[src/rtl/present_pkg.sv]
// present_pkg: S-box, P-layer helpers, FSM state encoding and round-counter width
// shared by the PRESENT cipher core and its key schedule.
package present_pkg;

    localparam int ROUND_BITS = 5;

    // Nibble i of each table lives at bits [4i+3:4i].
    localparam logic [63:0] SBOX_T     = 64'h2174_8FE3_DA09_B65C;
    localparam logic [63:0] SBOX_INV_T = 64'hA970_364B_D21C_8FE5;

    typedef enum logic [2:0] {
        ST_IDLE   = 3'd0,
        ST_KEYEXP = 3'd1,
        ST_ENC    = 3'd2,
        ST_DEC    = 3'd3,
        ST_HOLD   = 3'd4
    } state_e;

    function automatic logic [3:0] sbox(input logic [3:0] x);
        return SBOX_T[{x, 2'b00} +: 4];
    endfunction

    function automatic logic [3:0] sbox_inv(input logic [3:0] x);
        return SBOX_INV_T[{x, 2'b00} +: 4];
    endfunction

    function automatic logic [63:0] slayer(input logic [63:0] s);
        logic [63:0] o;
        for (int i = 0; i < 16; i++) o[4*i +: 4] = sbox(s[4*i +: 4]);
        return o;
    endfunction

    function automatic logic [63:0] slayer_inv(input logic [63:0] s);
        logic [63:0] o;
        for (int i = 0; i < 16; i++) o[4*i +: 4] = sbox_inv(s[4*i +: 4]);
        return o;
    endfunction

    // Bit i moves to bit 16*i mod 63; bit 63 stays put (carried by o = s).
    function automatic logic [63:0] player(input logic [63:0] s);
        logic [63:0] o;
        o = s;
        for (int i = 0; i < 63; i++) o[(16*i) % 63] = s[i];
        return o;
    endfunction

    function automatic logic [63:0] player_inv(input logic [63:0] s);
        logic [63:0] o;
        o = s;
        for (int i = 0; i < 63; i++) o[i] = s[(16*i) % 63];
        return o;
    endfunction

endpackage

[src/rtl/present_cipher_core_if.sv]
// present_cipher_core_if: request/response handshake bundle between a host
// (master) and the PRESENT core (slave).
interface present_cipher_core_if #(parameter int KEY_BITS = 80);
    logic                in_valid;
    logic                in_ready;
    logic                in_dec;
    logic [63:0]         in_data;
    logic [KEY_BITS-1:0] in_key;
    logic                out_valid;
    logic                out_ready;
    logic [63:0]         out_data;

    modport master (
        output in_valid, in_dec, in_data, in_key, out_ready,
        input  in_ready, out_valid, out_data
    );

    modport slave (
        input  in_valid, in_dec, in_data, in_key, out_ready,
        output in_ready, out_valid, out_data
    );
endinterface

[src/rtl/present_key_sched.sv]
// present_key_sched: combinational PRESENT key update; dir=0 gives upd(key, r),
// dir=1 gives inv_upd(key, r), for 80- or 128-bit keys.
module present_key_sched
    import present_pkg::*;
#(
    parameter int KEY_BITS = 80
) (
    input  logic [KEY_BITS-1:0]   key,
    input  logic [ROUND_BITS-1:0] r,
    input  logic                  dir,
    output logic [KEY_BITS-1:0]   nxt
);
    localparam int LO = (KEY_BITS == 128) ? 62 : 15;
    localparam int NS = (KEY_BITS == 128) ? 2 : 1;

    logic [KEY_BITS-1:0] rot;
    logic [KEY_BITS-1:0] fwd;
    logic [KEY_BITS-1:0] x;

    // Counter field and S-boxed top nibbles never overlap, so order within a step is free.
    always_comb begin
        rot = {key[KEY_BITS-62:0], key[KEY_BITS-1:KEY_BITS-61]};
        fwd = rot;
        x = key;
        x[LO +: ROUND_BITS] = key[LO +: ROUND_BITS] ^ r;
        for (int i = 0; i < NS; i++) begin
            fwd[KEY_BITS-1-4*i -: 4] = sbox(rot[KEY_BITS-1-4*i -: 4]);
            x[KEY_BITS-1-4*i -: 4] = sbox_inv(x[KEY_BITS-1-4*i -: 4]);
        end
        fwd[LO +: ROUND_BITS] = rot[LO +: ROUND_BITS] ^ r;
        nxt = dir ? {x[60:0], x[KEY_BITS-1:61]} : fwd;
    end
endmodule

[src/rtl/present_cipher_core.sv]
// present_cipher_core: iterative PRESENT encrypt/decrypt, one round per clock,
// 80/128-bit keys, valid/ready on both sides.
module present_cipher_core
    import present_pkg::*;
#(
    parameter int KEY_BITS = 80,
    parameter int ROUNDS   = 31
) (
    input logic clk,
    input logic rst,
    present_cipher_core_if.slave bus
);
    if (KEY_BITS != 80 && KEY_BITS != 128) begin : g_bad_key
        $error("present_cipher_core: KEY_BITS must be 80 or 128");
    end
    if (ROUNDS < 1 || ROUNDS > 31) begin : g_bad_rounds
        $error("present_cipher_core: ROUNDS must be in 1..31");
    end

    localparam logic [2:0] IDLE   = ST_IDLE;
    localparam logic [2:0] KEYEXP = ST_KEYEXP;
    localparam logic [2:0] ENC    = ST_ENC;
    localparam logic [2:0] DEC    = ST_DEC;
    localparam logic [2:0] HOLD   = ST_HOLD;
    localparam logic [ROUND_BITS-1:0] RMAX = ROUND_BITS'(ROUNDS);

    logic [2:0]            state;
    logic [63:0]           data;
    logic [KEY_BITS-1:0]   key;
    logic [KEY_BITS-1:0]   key_nxt;
    logic [ROUND_BITS-1:0] r;
    logic                  fin;
    logic [63:0]           out_q;
    logic [63:0]           rk;

    assign rk            = key[KEY_BITS-1 -: 64];
    assign bus.in_ready  = (state == IDLE) && !rst;
    assign bus.out_valid = (state == HOLD);
    assign bus.out_data  = out_q;

    present_key_sched #(.KEY_BITS(KEY_BITS)) u_ks (
        .key (key),
        .r   (r),
        .dir (state == DEC),
        .nxt (key_nxt)
    );

    // fin marks that the last round is done; the following cycle applies the whitening key.
    always_ff @(posedge clk) begin
        if (rst) begin
            state <= IDLE;
            data  <= '0;
            key   <= '0;
            r     <= '0;
            fin   <= 1'b0;
            out_q <= '0;
        end else begin
            case (state)
                IDLE: if (bus.in_valid) begin
                    data  <= bus.in_data;
                    key   <= bus.in_key;
                    r     <= ROUND_BITS'(1);
                    fin   <= 1'b0;
                    state <= bus.in_dec ? KEYEXP : ENC;
                end
                KEYEXP: begin
                    key <= key_nxt;
                    if (r == RMAX) state <= DEC;
                    else r <= r + ROUND_BITS'(1);
                end
                ENC: if (fin) begin
                    out_q <= data ^ rk;
                    fin   <= 1'b0;
                    state <= HOLD;
                end else begin
                    data <= player(slayer(data ^ rk));
                    key  <= key_nxt;
                    if (r == RMAX) fin <= 1'b1;
                    else r <= r + ROUND_BITS'(1);
                end
                DEC: if (fin) begin
                    out_q <= data ^ rk;
                    fin   <= 1'b0;
                    state <= HOLD;
                end else begin
                    data <= slayer_inv(player_inv(data ^ rk));
                    key  <= key_nxt;
                    if (r == ROUND_BITS'(1)) fin <= 1'b1;
                    else r <= r - ROUND_BITS'(1);
                end
                HOLD: if (bus.out_ready) state <= IDLE;
                default: state <= IDLE;
            endcase
        end
    end
endmodule

[src/flat_wrapper.sv]
// flat-port wrapper written by rule: the top's interface ports become plain ports
module present_cipher_core_flat import present_pkg::*;
#(
    parameter int KEY_BITS = 80,
    parameter int ROUNDS   = 31
)
  (clk, rst, bus_in_valid, bus_in_dec, bus_in_data, bus_in_key, bus_out_ready, bus_in_ready, bus_out_valid, bus_out_data);
  present_cipher_core_if #(.KEY_BITS(KEY_BITS)) bus_i ();
  input logic clk;
  input logic rst;
  input wire logic [$bits(bus_i.in_valid)-1:0] bus_in_valid;
  input wire logic [$bits(bus_i.in_dec)-1:0] bus_in_dec;
  input wire logic [$bits(bus_i.in_data)-1:0] bus_in_data;
  input wire logic [$bits(bus_i.in_key)-1:0] bus_in_key;
  input wire logic [$bits(bus_i.out_ready)-1:0] bus_out_ready;
  output wire logic [$bits(bus_i.in_ready)-1:0] bus_in_ready;
  output wire logic [$bits(bus_i.out_valid)-1:0] bus_out_valid;
  output wire logic [$bits(bus_i.out_data)-1:0] bus_out_data;
  assign bus_i.in_valid = bus_in_valid;
  assign bus_i.in_dec = bus_in_dec;
  assign bus_i.in_data = bus_in_data;
  assign bus_i.in_key = bus_in_key;
  assign bus_i.out_ready = bus_out_ready;
  assign bus_in_ready = bus_i.in_ready;
  assign bus_out_valid = bus_i.out_valid;
  assign bus_out_data = bus_i.out_data;
  present_cipher_core #(.KEY_BITS(KEY_BITS), .ROUNDS(ROUNDS)) u_core (.clk(clk), .rst(rst), .bus(bus_i));
endmodule
[config.mk]
export PLATFORM = sky130hd
export DESIGN_NAME = present_cipher_core_flat
export DESIGN_NICKNAME = d
export VERILOG_FILES = /design/src/rtl/present_pkg.sv /design/src/rtl/present_cipher_core_if.sv /design/src/rtl/present_key_sched.sv /design/src/rtl/present_cipher_core.sv /design/src/flat_wrapper.sv
export SDC_FILE = /design/constraint.sdc
export NUM_CORES = 1
export LEC_CHECK = 0
export ABC_CLOCK_PERIOD_IN_PS = 6380
export BUFFER_PORTS_ARGS = -buffer_cell sky130_fd_sc_hd__buf_4
export CAP_MARGIN = 10
export CORE_MARGIN = 2
export CORE_UTILIZATION = 60
export CTS_CLUSTER_SIZE = 40
export DETAILED_ROUTE_END_ITERATION = 16
export PLACE_DENSITY = 0.79
export SLEW_MARGIN = 20
export SYNTH_ARGS = -nofsm -noshare
export SYNTH_HDL_FRONTEND = slang
export SYNTH_SLANG_ARGS = --single-unit
[constraint.sdc]
create_clock -name clk -period 6.38 [get_ports clk]
set_input_delay 0.957 -clock clk [delete_from_list [all_inputs] [get_ports clk]]
set_output_delay 0.957 -clock clk [all_outputs]
set_load 0.005 [all_outputs]
# ---- Yosys cells after proc, flatten, opt, wreduce, memory -nomap -nowiden
# Cells that the tools add are included.
dict set report totals {
  register_bits 217
  latchBits 0
  mem_bits_rw 0
  mem_bits_ro 0
  input_bits 149
  out_inout_bits 66
  mem_count 0
}
dict set report op_classes {
  add_sub_neg 2
  multipliers 0
  div_mod_pow 0
  n_lt_le_gt_ge 0
  eq_ne 14
  shift 34
  muxes 26
  bitwise 3
  n_reduce_logical 13
}
# cell count
set op_table {}
lappend op_table {{$shiftx 64x7->4 const A} 34}
lappend op_table {{$mux 80} 3}
lappend op_table {{$pmux 80 s3} 1}
lappend op_table {{$mux 64} 3}
lappend op_table {{$pmux 64 s3} 1}
lappend op_table {{$xor 64x64->64} 1}
lappend op_table {{$mux 5} 5}
lappend op_table {{$pmux 5 s4} 1}
lappend op_table {{$mux 3} 4}
lappend op_table {{$ne 2x2->1 const B} 6}
lappend op_table {{$pmux 3 s4} 1}
lappend op_table {{$xor 5x5->5} 2}
lappend op_table {{$reduce_and 4->1} 2}
lappend op_table {{$eq 3x2->1 const B} 2}
lappend op_table {{$reduce_bool 3->1} 2}
lappend op_table {{$add 5x1->5 const B} 1}
lappend op_table {{$eq 5x1->1 const B} 1}
lappend op_table {{$eq 5x5->1 const B} 1}
lappend op_table {{$mux 1} 5}
lappend op_table {{$reduce_and 5->1} 1}
lappend op_table {{$sub 5x1->5 const B} 1}
lappend op_table {{$ne 2x1->1 const B} 2}
lappend op_table {{$reduce_and 2->1} 2}
lappend op_table {{$reduce_bool 4->1} 1}
lappend op_table {{other kinds (9)} 9}

# ---- Longest topological paths before layout
dict set report depth {
  word_depth 4
  mapped_depth 8
  mapped_depth_nobuf 8
}

# ---- Modules after synthesis
# From an unflattened synthesis, not the netlist that was laid out.
dict set report hier_totals {
  hier_cells 2053
  hier_area_um2 16993.8
}
# mod n_inst cells_each area_per_inst_um2
set by_module_without_submodules {}
lappend by_module_without_submodules {present_cipher_core 1 1894 15568.7}
lappend by_module_without_submodules {present_key_sched 1 159 1425.1}

# ---- Least setup slack after synthesis
# OpenSTA, ideal clock, no wires.
dict set report synth_path {
  path_kind {input port to output port}
  startpoint {input rst}
  endpoint {output bus_in_ready}
  arrival_ns 1.574
  required_ns 5.423
  slack_ns 3.849
  stages 3
  path_buffers 2
  cell_sequence {clkbuf_1 > clkbuf_1 > nor4_1}
}
dict set report synth_between {
  elab_chain_cells 2
}
# element line
set synth_lines {}
lappend synth_lines {{from (decl)} flat_wrapper.sv:10} ;# input logic rst;
lappend synth_lines {{$logic_not 1->1} present_cipher_core.sv:37} ;# assign bus.in_ready = (state == IDLE) && !rst;
lappend synth_lines {{$logic_and 1x1->1} present_cipher_core.sv:37}
lappend synth_lines {{to (decl)} flat_wrapper.sv:16} ;# output wire logic [$bits(bus_i.in_ready)-1:0] bus_in_ready;
# Every way passes these cells.

# ---- Worst setup path in the final report
dict set report layout_path {
  startpoint {register u_core.state[2]}
  endpoint {register u_core.data[36]}
}
dict set report layout_between {
  elab_chain_cells 3
  elab_cells_between_ends 9
  classes_between {eq/ne: 5; mux: 1; reduce/logical: 3}
}
# element line
set layout_lines {}
lappend layout_lines {{from (decl)} present_cipher_core.sv:27} ;# logic [2:0] state;
lappend layout_lines {{from (signal assigned)} present_cipher_core.sv:64} ;# state <= bus.in_dec ? KEYEXP : ENC;
lappend layout_lines {{$eq 3x2->1 or $logic_not 3->1 (tied branches)} present_cipher_core.sv:58} ;# case (state)
lappend layout_lines {{$ne 2x2->1 (no line) or $reduce_bool 3->1 (tied branches)} n/a}
lappend layout_lines {{$reduce_and 4->1 (no line)} n/a}
lappend layout_lines {{to (signal assigned)} present_cipher_core.sv:60} ;# data <= bus.in_data;
lappend layout_lines {{to (signal assigned)} present_cipher_core.sv:76} ;# data <= player(slayer(data ^ rk));
lappend layout_lines {{to (signal assigned)} present_cipher_core.sv:86} ;# data <= slayer_inv(player_inv(data ^ rk));
lappend layout_lines {{to (decl)} present_cipher_core.sv:28} ;# logic [63:0] data;
# Parallel ways exist; a longest one is shown, timed or not.
# A chain may end at the register's enable or synchronous reset.

==> results.sh <==
export IMPL_outcome="finished, final reports clean"
export IMPL_insertion_delay_ns=0.55
export IMPL_synth_cells=2109
export IMPL_setup_tns_ns=0
export IMPL_final_util_pct=70.53
export IMPL_dr_first_iter_drc_count=2409
export IMPL_fin_skew_ns=0.01015
export IMPL_path_max_fanout=48
export IMPL_portBuffers=214
export IMPL_cp_arrival_ns=3.69
export IMPL_synthArstFlopShare_pct=0
export IMPL_rsz0062_at_grt="false"
export IMPL_ys_flop_type="dfxtp_1"
export IMPL_whs_path_depth=2
export IMPL_rows=60
export IMPL_syn_num_nets=2371
export IMPL_num_vias=17980
export IMPL_io_pins=215
export IMPL_worst_hold_slack_ns=0.4968
export IMPL_layout_drive_gt1_share_pct=16.86
export IMPL_powerDensity_nw_per_um2=319.1
export IMPL_synthToLayoutAreaGrowth_pct=15.26
export IMPL_synth_cell_types=71
export IMPL_grt_usage_pct=42.21
export IMPL_cts_made_buffers=25
export IMPL_relSlewSlack_pct=25.94
export IMPL_drc=0
export IMPL_crit_path_start_kind="flop"
export IMPL_globalplace_congestion=1.027
export IMPL_vias_per_cell=6.990
export IMPL_grt_max_degree=112
export IMPL_worst_pin_slew_ns=1.103
export IMPL_yosys_warnings=0
export IMPL_dp_slack_ns=3.071
export IMPL_cts_max_path_buffers=3
export IMPL_period_needed_ns=3.306
export IMPL_min_to="u_core.bus.out_data[30]"
export IMPL_placed_area_um2=18200
export IMPL_maxSlewViolCount=0
export IMPL_worstReg2RegEnd="u_core.data[36]"
export IMPL_final_hold_violation_count=0
export IMPL_syn_area_per_cell_um2=7.842
export IMPL_synth_top_area_cell="dfxtp_1"
export IMPL_finalCritPeriodShare_pct=51.82
export IMPL_overflow=0
export IMPL_setup_viol=0
export IMPL_final_common_cell="buf_4"
export IMPL_htreeDepth=1
export IMPL_irDropWorstVdd_uv=294.3
export IMPL_cts_hold_buf=0
export IMPL_cts_tree="yes"
export IMPL_critPathKind="reg2reg"
export IMPL_wl_per_cell_um=24.51
export IMPL_cts_sinks=217
export IMPL_initial_core_util_pct=61.19
export IMPL_ys_seq_area_share_pct=26.27
export IMPL_fp_dieH_um=170.0
export IMPL_grt_pass1_vias=16220
export IMPL_first_pass_iters=7
export IMPL_p_leak_nw=7.325
export IMPL_dieArea_um2=28910
export IMPL_grt_pass1_wl_mm=94.41
export IMPL_max_freq_ghz=0.3025
export IMPL_crit_start="u_core.state[2]"
export IMPL_critPathRequiredTime_ns=6.77
export IMPL_finalWirelength_mm=63.03
export IMPL_antenna_found_initial=0
export IMPL_r2r_slack_ns=3.07
export IMPL_core_area_um2=27030
export IMPL_yosys_top_cells_area="dfxtp_1 (26%), ha_1 (8.5%), nand2_1 (5.4%)"
export IMPL_die_x_um=170.0
export IMPL_drv_cap=0
export IMPL_hold_start="u_core.bus.out_data[30]"
export IMPL_dp_hpwl_mm=44.43
export IMPL_synth_top_area_share_pct=26.27
export IMPL_layout_common_cells="buf_4 (256), nand2_1 (235), dfxtp_1 (215)"
export IMPL_fin_nets=2473
export IMPL_ys_seq_elements=217
export IMPL_clk_pin_slew_ns=0.06
export IMPL_final_cell_area_um2=19060
export IMPL_r2r_start="u_core.state[2]"
export IMPL_root_buffer="clkbuf_16"
export IMPL_drtAntennaViolNets=0
export IMPL_reg2regPathDepth=6
export IMPL_cts_setup_buffers=0
export IMPL_setup_ws_ns=3.074
export IMPL_synth_area_um2=16540
export IMPL_hold_class="reg2reg"
export IMPL_synth_edf_count=0
export IMPL_cts_resized=0
export IMPL_end_kind="flop"
==> kinds of logic (layout without fill, tap and decap cells) <==
| group | Yosys count | after routing | share of synthesized area [%] |
|---|---|---|---|
| compound gates | 739 | 739 | 30.97 |
| xor+xnor | 129 | 129 | 7.876 |
| fa+ha+maj | 113 | 113 | 8.549 |
| buf+inv | 269 | 390 | 6.506 |
| flops | 217 | 217 | 26.27 |
| mux | 51 | 51 | 4.237 |
| other cells | 0 | 1 | 0 |
| simple gates | 591 | 591 | 15.59 |
==> power by group <==
group	switching (mW)	internal (mW)	total [mW]
Clock	0.651	0.888	1.54
Sequential	0.284	1.49	1.78
Combinational	1.73	1.04	2.77
Total	2.66	3.42	6.08
==> worst max path at each step <==
stage	end	slack [ns]	cells after the start
5_1_grt	u_core.data[5]	2.99	8
4_1_cts	u_core.data[6]	3.19	8
6_report	u_core.data[36]	3.07	6
3_3_place_gp	u_core.r[3]	3.10	3
2_1_floorplan	bus_in_ready	3.85	3
3_5_place_dp	u_core.r[3]	3.07	3
==> worst max-delay path, stage by stage, from the launching register on <==
cell and delay, ns:
dfxtp_2 0.91, buf_4 0.67, or3b_1 0.22, buf_4 0.44
nor2_1 0.15, a311oi_1 0.52, a31oi_1 0.18
==> synth_stat cells, drive strengths merged, types with 9 or more instances <==
library cell,number
mux2i,34
o2111ai,15
and3,11
o31ai,9
buf,54
xnor2,103
o21a,20
inv,84
nor3b,16
nor3,35
nor2,187
a31oi,27
o211ai,71
nand4,20
ha,113
a41oi,13
o22a,31
o221ai,55
clkbuf,128
a311oi,40
nand2,237
dfxtp,217
mux4,15
nor4,10
o21ai,141
a21oi,136
nand3,50
a211oi,116
o311a,12
xor2,26
==> area by class of cell <==
cell class                 count  area (µm²)
tap                          341       426.7
clock buffer                  30       684.4
sequential                   217        4347
multi-input combinational   1623       11170
fill                        2265        7964
clock inverter                16       173.9
antenna                        1       2.502
inverter                      87       326.6
timing repair buffer         257        1933
==> state kept, by name (all words and copies together) (netlist names) <==
signal and cells:
u_core.bus.out_data 64, u_core.data 64, u_core.fin 1, u_core.key 80, u_core.r 5, u_core.state 3
==> stage by stage <==
step	power, mW	std cells
2_1_floorplan	3.645	2109
3_3_place_gp	4.367	2525
3_5_place_dp	4.440	2525
4_1_cts	5.970	2571
5_1_grt	6.356	2571
6_report	6.082	2572
==> metal layers <==
layer,vias to the layer above,track usage [%],part of all wire (%)
li1,8054,-,-
met1,8406,55.23,37
met2,1270,63.23,42
met3,249,10.53,14
met4,0,24.41,6.9
met5,-,0,0
Note: power is estimated with default switching activity, not from simulation.
